===== src/rtl/usrt_tx_if.sv =====
// Transmit-side handshake, frame configuration and serial line of usrt_tx.
interface usrt_tx_if #(
    parameter int DATA_WIDTH = 8
);
    logic [DATA_WIDTH-1:0] tx_data;
    logic                  tx_valid;
    logic                  tx_ready;
    logic                  parity_en;
    logic                  parity_odd;
    logic                  two_stop;
    logic                  tx;
    logic                  busy;
    logic                  tx_done;

    // Producer of words and frame configuration.
    modport master (
        output tx_data, tx_valid, parity_en, parity_odd, two_stop,
        input  tx_ready, tx, busy, tx_done
    );

    // The transmitter itself.
    modport slave (
        input  tx_data, tx_valid, parity_en, parity_odd, two_stop,
        output tx_ready, tx, busy, tx_done
    );
endinterface


===== src/rtl/usrt_tx.sv =====
// Byte-serialising transmitter: start bit, LSB-first data, optional parity,
// one or two stop bits. One bit per rising edge of i_Bclk, which is a
// registered signal already synchronous to i_Pclk.
module usrt_tx #(
    parameter int DATA_WIDTH = 8
) (
    input  logic        i_Pclk,
    input  logic        i_Rst_n,
    input  logic        i_Bclk,
    usrt_tx_if.slave    tx_if
);
    localparam int CNT_W = $clog2(DATA_WIDTH);
    localparam logic [CNT_W-1:0] LAST_BIT = CNT_W'(DATA_WIDTH - 1);

    typedef enum logic [2:0] {
        S_IDLE,
        S_SYNC,
        S_START,
        S_DATA,
        S_PARITY,
        S_STOP1,
        S_STOP2
    } state_e;

    state_e                state_q, state_d;
    logic                  bclk_prev_q;
    logic [DATA_WIDTH-1:0] shift_q, shift_d;
    logic [CNT_W-1:0]      cnt_q, cnt_d;
    logic                  parity_en_q, parity_en_d;
    logic                  two_stop_q, two_stop_d;
    logic                  parity_q, parity_d;
    logic                  tx_q, tx_d;
    logic                  busy_q, busy_d;
    logic                  ready_q, ready_d;
    logic                  done_q, done_d;
    logic                  tick;

    // One i_Pclk-cycle pulse per rising edge of the bit clock.
    assign tick = i_Bclk & ~bclk_prev_q;

    // State register; reset aborts a frame and returns the line high at once.
    // NOTE: sequential state uses non-blocking assignments so every flop samples pre-edge values.
    always_ff @(posedge i_Pclk or negedge i_Rst_n) begin
        if (!i_Rst_n) begin
            state_q     <= S_IDLE;
            bclk_prev_q <= 1'b0;
            shift_q     <= '0;
            cnt_q       <= '0;
            parity_en_q <= 1'b0;
            two_stop_q  <= 1'b0;
            parity_q    <= 1'b0;
            tx_q        <= 1'b1;
            busy_q      <= 1'b0;
            ready_q     <= 1'b1;
            done_q      <= 1'b0;
        end else begin
            state_q     <= state_d;
            bclk_prev_q <= i_Bclk;
            shift_q     <= shift_d;
            cnt_q       <= cnt_d;
            parity_en_q <= parity_en_d;
            two_stop_q  <= two_stop_d;
            parity_q    <= parity_d;
            tx_q        <= tx_d;
            busy_q      <= busy_d;
            ready_q     <= ready_d;
            done_q      <= done_d;
        end
    end

    // Next-state and registered-output logic; all moves except accept wait for a tick.
    always_comb begin
        // NOTE: every output gets a default first so no path can infer a latch.
        state_d     = state_q;
        shift_d     = shift_q;
        cnt_d       = cnt_q;
        parity_en_d = parity_en_q;
        two_stop_d  = two_stop_q;
        parity_d    = parity_q;
        tx_d        = tx_q;
        busy_d      = busy_q;
        ready_d     = ready_q;
        done_d      = 1'b0;

        unique case (state_q)
            S_IDLE: begin
                // A tick in the accept cycle is deliberately ignored.
                if (tx_if.tx_valid) begin
                    shift_d     = tx_if.tx_data;
                    parity_en_d = tx_if.parity_en;
                    two_stop_d  = tx_if.two_stop;
                    parity_d    = (^tx_if.tx_data) ^ tx_if.parity_odd;
                    busy_d      = 1'b1;
                    ready_d     = 1'b0;
                    state_d     = S_SYNC;
                end
            end
            S_SYNC: begin
                if (tick) begin
                    tx_d    = 1'b0;
                    state_d = S_START;
                end
            end
            S_START: begin
                if (tick) begin
                    tx_d    = shift_q[0];
                    cnt_d   = '0;
                    state_d = S_DATA;
                end
            end
            S_DATA: begin
                if (tick) begin
                    if (cnt_q == LAST_BIT) begin
                        if (parity_en_q) begin
                            tx_d    = parity_q;
                            state_d = S_PARITY;
                        end else begin
                            tx_d    = 1'b1;
                            state_d = S_STOP1;
                        end
                    end else begin
                        cnt_d   = cnt_q + 1'b1;
                        shift_d = shift_q >> 1;
                        tx_d    = shift_q[1];
                    end
                end
            end
            S_PARITY: begin
                if (tick) begin
                    tx_d    = 1'b1;
                    state_d = S_STOP1;
                end
            end
            S_STOP1: begin
                if (tick) begin
                    if (two_stop_q) begin
                        state_d = S_STOP2;
                    end else begin
                        state_d = S_IDLE;
                        done_d  = 1'b1;
                        busy_d  = 1'b0;
                        ready_d = 1'b1;
                    end
                end
            end
            S_STOP2: begin
                if (tick) begin
                    state_d = S_IDLE;
                    done_d  = 1'b1;
                    busy_d  = 1'b0;
                    ready_d = 1'b1;
                end
            end
            default: state_d = S_IDLE;
        endcase
    end

    assign tx_if.tx       = tx_q;
    assign tx_if.busy     = busy_q;
    assign tx_if.tx_ready = ready_q;
    assign tx_if.tx_done  = done_q;
endmodule


===== src/flat_wrapper.sv =====
// flat-port wrapper written by rule: the top's interface ports become plain ports
module usrt_tx_flat 
#(
    parameter int DATA_WIDTH = 8
)
  (i_Pclk, i_Rst_n, i_Bclk, tx_if_tx_data, tx_if_tx_valid, tx_if_parity_en, tx_if_parity_odd, tx_if_two_stop, tx_if_tx_ready, tx_if_tx, tx_if_busy, tx_if_tx_done);
  usrt_tx_if #(.DATA_WIDTH(DATA_WIDTH)) tx_if_i ();
  input  logic i_Pclk;
  input  logic i_Rst_n;
  input  logic i_Bclk;
  input wire logic [$bits(tx_if_i.tx_data)-1:0] tx_if_tx_data;
  input wire logic [$bits(tx_if_i.tx_valid)-1:0] tx_if_tx_valid;
  input wire logic [$bits(tx_if_i.parity_en)-1:0] tx_if_parity_en;
  input wire logic [$bits(tx_if_i.parity_odd)-1:0] tx_if_parity_odd;
  input wire logic [$bits(tx_if_i.two_stop)-1:0] tx_if_two_stop;
  output wire logic [$bits(tx_if_i.tx_ready)-1:0] tx_if_tx_ready;
  output wire logic [$bits(tx_if_i.tx)-1:0] tx_if_tx;
  output wire logic [$bits(tx_if_i.busy)-1:0] tx_if_busy;
  output wire logic [$bits(tx_if_i.tx_done)-1:0] tx_if_tx_done;
  assign tx_if_i.tx_data = tx_if_tx_data;
  assign tx_if_i.tx_valid = tx_if_tx_valid;
  assign tx_if_i.parity_en = tx_if_parity_en;
  assign tx_if_i.parity_odd = tx_if_parity_odd;
  assign tx_if_i.two_stop = tx_if_two_stop;
  assign tx_if_tx_ready = tx_if_i.tx_ready;
  assign tx_if_tx = tx_if_i.tx;
  assign tx_if_busy = tx_if_i.busy;
  assign tx_if_tx_done = tx_if_i.tx_done;
  usrt_tx #(.DATA_WIDTH(DATA_WIDTH)) u_core (.i_Pclk(i_Pclk), .i_Rst_n(i_Rst_n), .i_Bclk(i_Bclk), .tx_if(tx_if_i));
endmodule

===== config.mk =====
export PLATFORM = sky130hd
export DESIGN_NAME = usrt_tx_flat
export DESIGN_NICKNAME = d
export VERILOG_FILES = /design/src/rtl/usrt_tx_if.sv /design/src/rtl/usrt_tx.sv /design/src/flat_wrapper.sv
export SDC_FILE = /design/constraint.sdc
export NUM_CORES = 1
export LEC_CHECK = 0
export ABC_AREA = 1
export BUFFER_PORTS_ARGS = -buffer_cell sky130_fd_sc_hd__buf_2
export CAP_MARGIN = 20
export CORE_UTILIZATION = 61
export DETAILED_ROUTE_END_ITERATION = 16
export PLACE_DENSITY = 0.9
export SKIP_CTS_REPAIR_TIMING = 1
export SYNTH_ARGS = -nofsm -noshare
export SYNTH_HDL_FRONTEND = slang
export SYNTH_SLANG_ARGS = --single-unit

===== constraint.sdc =====
create_clock -name i_Pclk -period 4.44 [get_ports i_Pclk]
set_input_delay 0.222 -clock i_Pclk [delete_from_list [all_inputs] [get_ports i_Pclk]]
set_output_delay 0.222 -clock i_Pclk [all_outputs]
set_load 0.01 [all_outputs]

==> impl_metrics.env <==
export IMPL_fp_dieW_um=49.8
export IMPL_syn_nets=197
export IMPL_grt_max_degree=23
export IMPL_clock_fmax_mhz=624
export IMPL_grt_usage_pct=24.2
export IMPL_worst_pin_slew_ns=0.485
export IMPL_drtPass1Iterations=4
export IMPL_yosys_top_cells_area="dfrtp_1 36%, nand2_1 16%, inv_1 6.7%"
export IMPL_final_area_um2=1530
export IMPL_grt_pass1_vias=1122
export IMPL_die_h_um=49.8
export IMPL_grt_use_met1_pct=27.8
export IMPL_critPathTopFamily="compound AO/OA/AOI/OAI gates"
export IMPL_postSynthCellCount=179
export IMPL_p_leak_nw=0.857
export IMPL_routed_wl_mm=2.58
export IMPL_holdCritPathClass="in -> reg"
export IMPL_gr_max_usage_layer="met2"
export IMPL_crit_type="reg -> reg"
export IMPL_n_antenna_cell=0
export IMPL_layout_commonest_cell="nand2_1"
export IMPL_design_core_area_um2=2060
export IMPL_fin_skew_ns=0.00681
export IMPL_grt_pass1_wl_mm=4.51
export IMPL_crit_slowest_cell="dfrtp_1"
export IMPL_worstPathArrival_ns=1.82
export IMPL_routedWlPerCell_um=11.5
export IMPL_met3_usage_pct=2.78
export IMPL_cts_tree="done"
export IMPL_port_buffer_count=18
export IMPL_min_period_ns=1.60
export IMPL_cts_max_level=1
export IMPL_power_density_nw_per_um2=603
export IMPL_cts_root_buffer="clkbuf_4"
export IMPL_ys_warn_count=0
export IMPL_syn_area_um2=1390
export IMPL_drv_slew=0
export IMPL_max_vdd_ir_drop_mv=0.364
export IMPL_ios=19
export IMPL_hold_worst_slack_ns=0.0153
export IMPL_endpoint_kind="flip-flop"
export IMPL_drc=0
export IMPL_vias=1165
export IMPL_placed_cell_area_um2=1470
export IMPL_status="complete, no violations"
export IMPL_met2_usage_pct=42.3
export IMPL_hold_viol=0
export IMPL_clk_pin_slew_ns=0.12
export IMPL_setup_violations=0
export IMPL_clockBufferDepth=2
export IMPL_yosysTopAreaCellShare_pct=36.0
export IMPL_fin_crit_sh_pct=36.1
export IMPL_place_gp_congestion=0.848
export IMPL_synth_cell_types=30
export IMPL_critPathLaunchType="flip-flop"
export IMPL_ys_ff_latch=22
export IMPL_path_buf_inv=0
export IMPL_syn_to_final_growth_pct=9.80
export IMPL_rsz0062_at_grt="false"
export IMPL_cp_required_ns=4.66
export IMPL_rows=16
export IMPL_dieArea_um2=2480
export IMPL_antenna_found_initial=0
export IMPL_layout_common_cells="60 x nand2_1, 25 x inv_1, 20 x dfrtp_1, 18 x buf_2, 15 x nand3_1"
export IMPL_crit_chain="ha_1 -> ha_1 -> a211oi_4 -> o21ai_0 -> o21a_1"
export IMPL_antenna_left=0
export IMPL_dp_hpwl_mm=2.03
export IMPL_n_fill_cell=160
export IMPL_setup_tns_ns=0
export IMPL_yosysSeqAreaShare_pct=39.7
export IMPL_cpPeakStageDelay_ns=0.42
export IMPL_cp_max_fo=6
export IMPL_viasPerCell=5.18
export IMPL_final_nets=217
export IMPL_start_util_pct=67.5
export IMPL_insertion_delay_ns=0.32
export IMPL_cts_buffers=3
export IMPL_drive_gt1_share_pct=21.7
export IMPL_synth_area_per_cell_um2=7.77
export IMPL_slew_headroom_pct=67.7
export IMPL_total_power_w=0.000921
export IMPL_cts_sinks=22
export IMPL_max_cap_violations=0
export IMPL_path_common_cell="ha_1"
export IMPL_drt_iter0_markers=17
export IMPL_yosys_area_top_type="dfrtp_1"
export IMPL_overflow=0
through the flow:
step | cells | util [%] | worst slack (ns)
global placement | 220 | 71.1 | 2.97
CTS | 224 | 73.6 | 2.85
global route | 225 | 74.1 | 2.75
detailed placement | 220 | 71.1 | 2.88
finish | 225 | 74.1 | 2.84
floorplan | 179 | - | 3.01
per-layer routing:
layer	wire, um	up-vias	share of wire, %
li1	-	601	-
met1	1110	540	43
met2	1370	19	53
met3	50	5	1.9
met4	48	0	1.9
met5	0	-	0
cell type report:
| cell class | count | area (um2) | area share, % |
|---|---|---|---|
| inverter | 30 | 120 | 7.86 |
| multi-input combinational | 123 | 668 | 43.7 |
| sequential | 22 | 553 | 36.2 |
| clock buffer | 3 | 22.5 | 1.47 |
| tap | 27 | 33.8 | 2.21 |
| timing repair buffer | 19 | 100 | 6.55 |
| clock inverter | 1 | 30.0 | 1.97 |
sequential cells by signal, indices dropped and copies added (netlist names):
name / cells
u_core.tx_if.tx_done: 1
u_core.shift_q: 8
u_core.parity_en_q: 1
u_core.tx_if.busy: 1
u_core.bclk_prev_q: 1
u_core.tx_if.tx: 1
u_core.cnt_q: 3
u_core.tx_if.tx_ready: 1
u_core.state_q: 3
u_core.parity_q: 1
u_core.two_stop_q: 1
worst reg2reg max path, stage by stage (launching register included):
cell and delay (ns):
dfrtp_1 0.42, ha_1 0.23, ha_1 0.24, a211oi_4 0.33, o21ai_0 0.15, o21a_1 0.13
cells by family (layout without fill, tap and decap cells):
kind of cell / Yosys count / in the layout / synth area share [%]
compound gates: 27 / 27 / 14.2
fa+ha+maj: 3 / 3 / 2.70
simple gates: 92 / 92 / 30.5
xor+xnor: 1 / 1 / 0.630
buf+inv: 34 / 53 / 12.2
flops: 22 / 22 / 39.7
where the power goes:
group / internal [W] / switching (W)
logic: 0.000148 / 0.000257
clock network: 0.0000914 / 0.0000638
registers: 0.000288 / 0.0000725
cells in the mapped netlist, drive strengths merged:
cell    instances
a211oi          1
clkinv          1
inv            29
dfrtp          20
ha              3
xor2            1
o21a            1
nor2           11
dfstp           2
nand3b          1
a21oi           1
a22oi           1
buf             4
a31oi           1
o211ai          6
o21ai          16
nand3          15
nand2          65
path summary, 6_finish.rpt:
check / to / slack [ns] / cells after the start / start
max in group asynchronous: u_core.tx_if.tx / 3.70 / 2 / i_Rst_n
worst max register to register: u_core.cnt_q[0] / 2.84 / 5 / u_core.cnt_q[0]
worst max-delay path: u_core.cnt_q[0] / 2.84 / 5 / u_core.cnt_q[0]
worst min-delay path: u_core.bclk_prev_q / 0.02 / 1 / i_Bclk
worst min register to register: u_core.tx_if.tx_ready / 0.49 / 2 / u_core.tx_if.tx_ready
min in group asynchronous: u_core.state_q[2] / 0.38 / 2 / i_Rst_n
No activity file was read; power rests on OpenSTA's default activity.
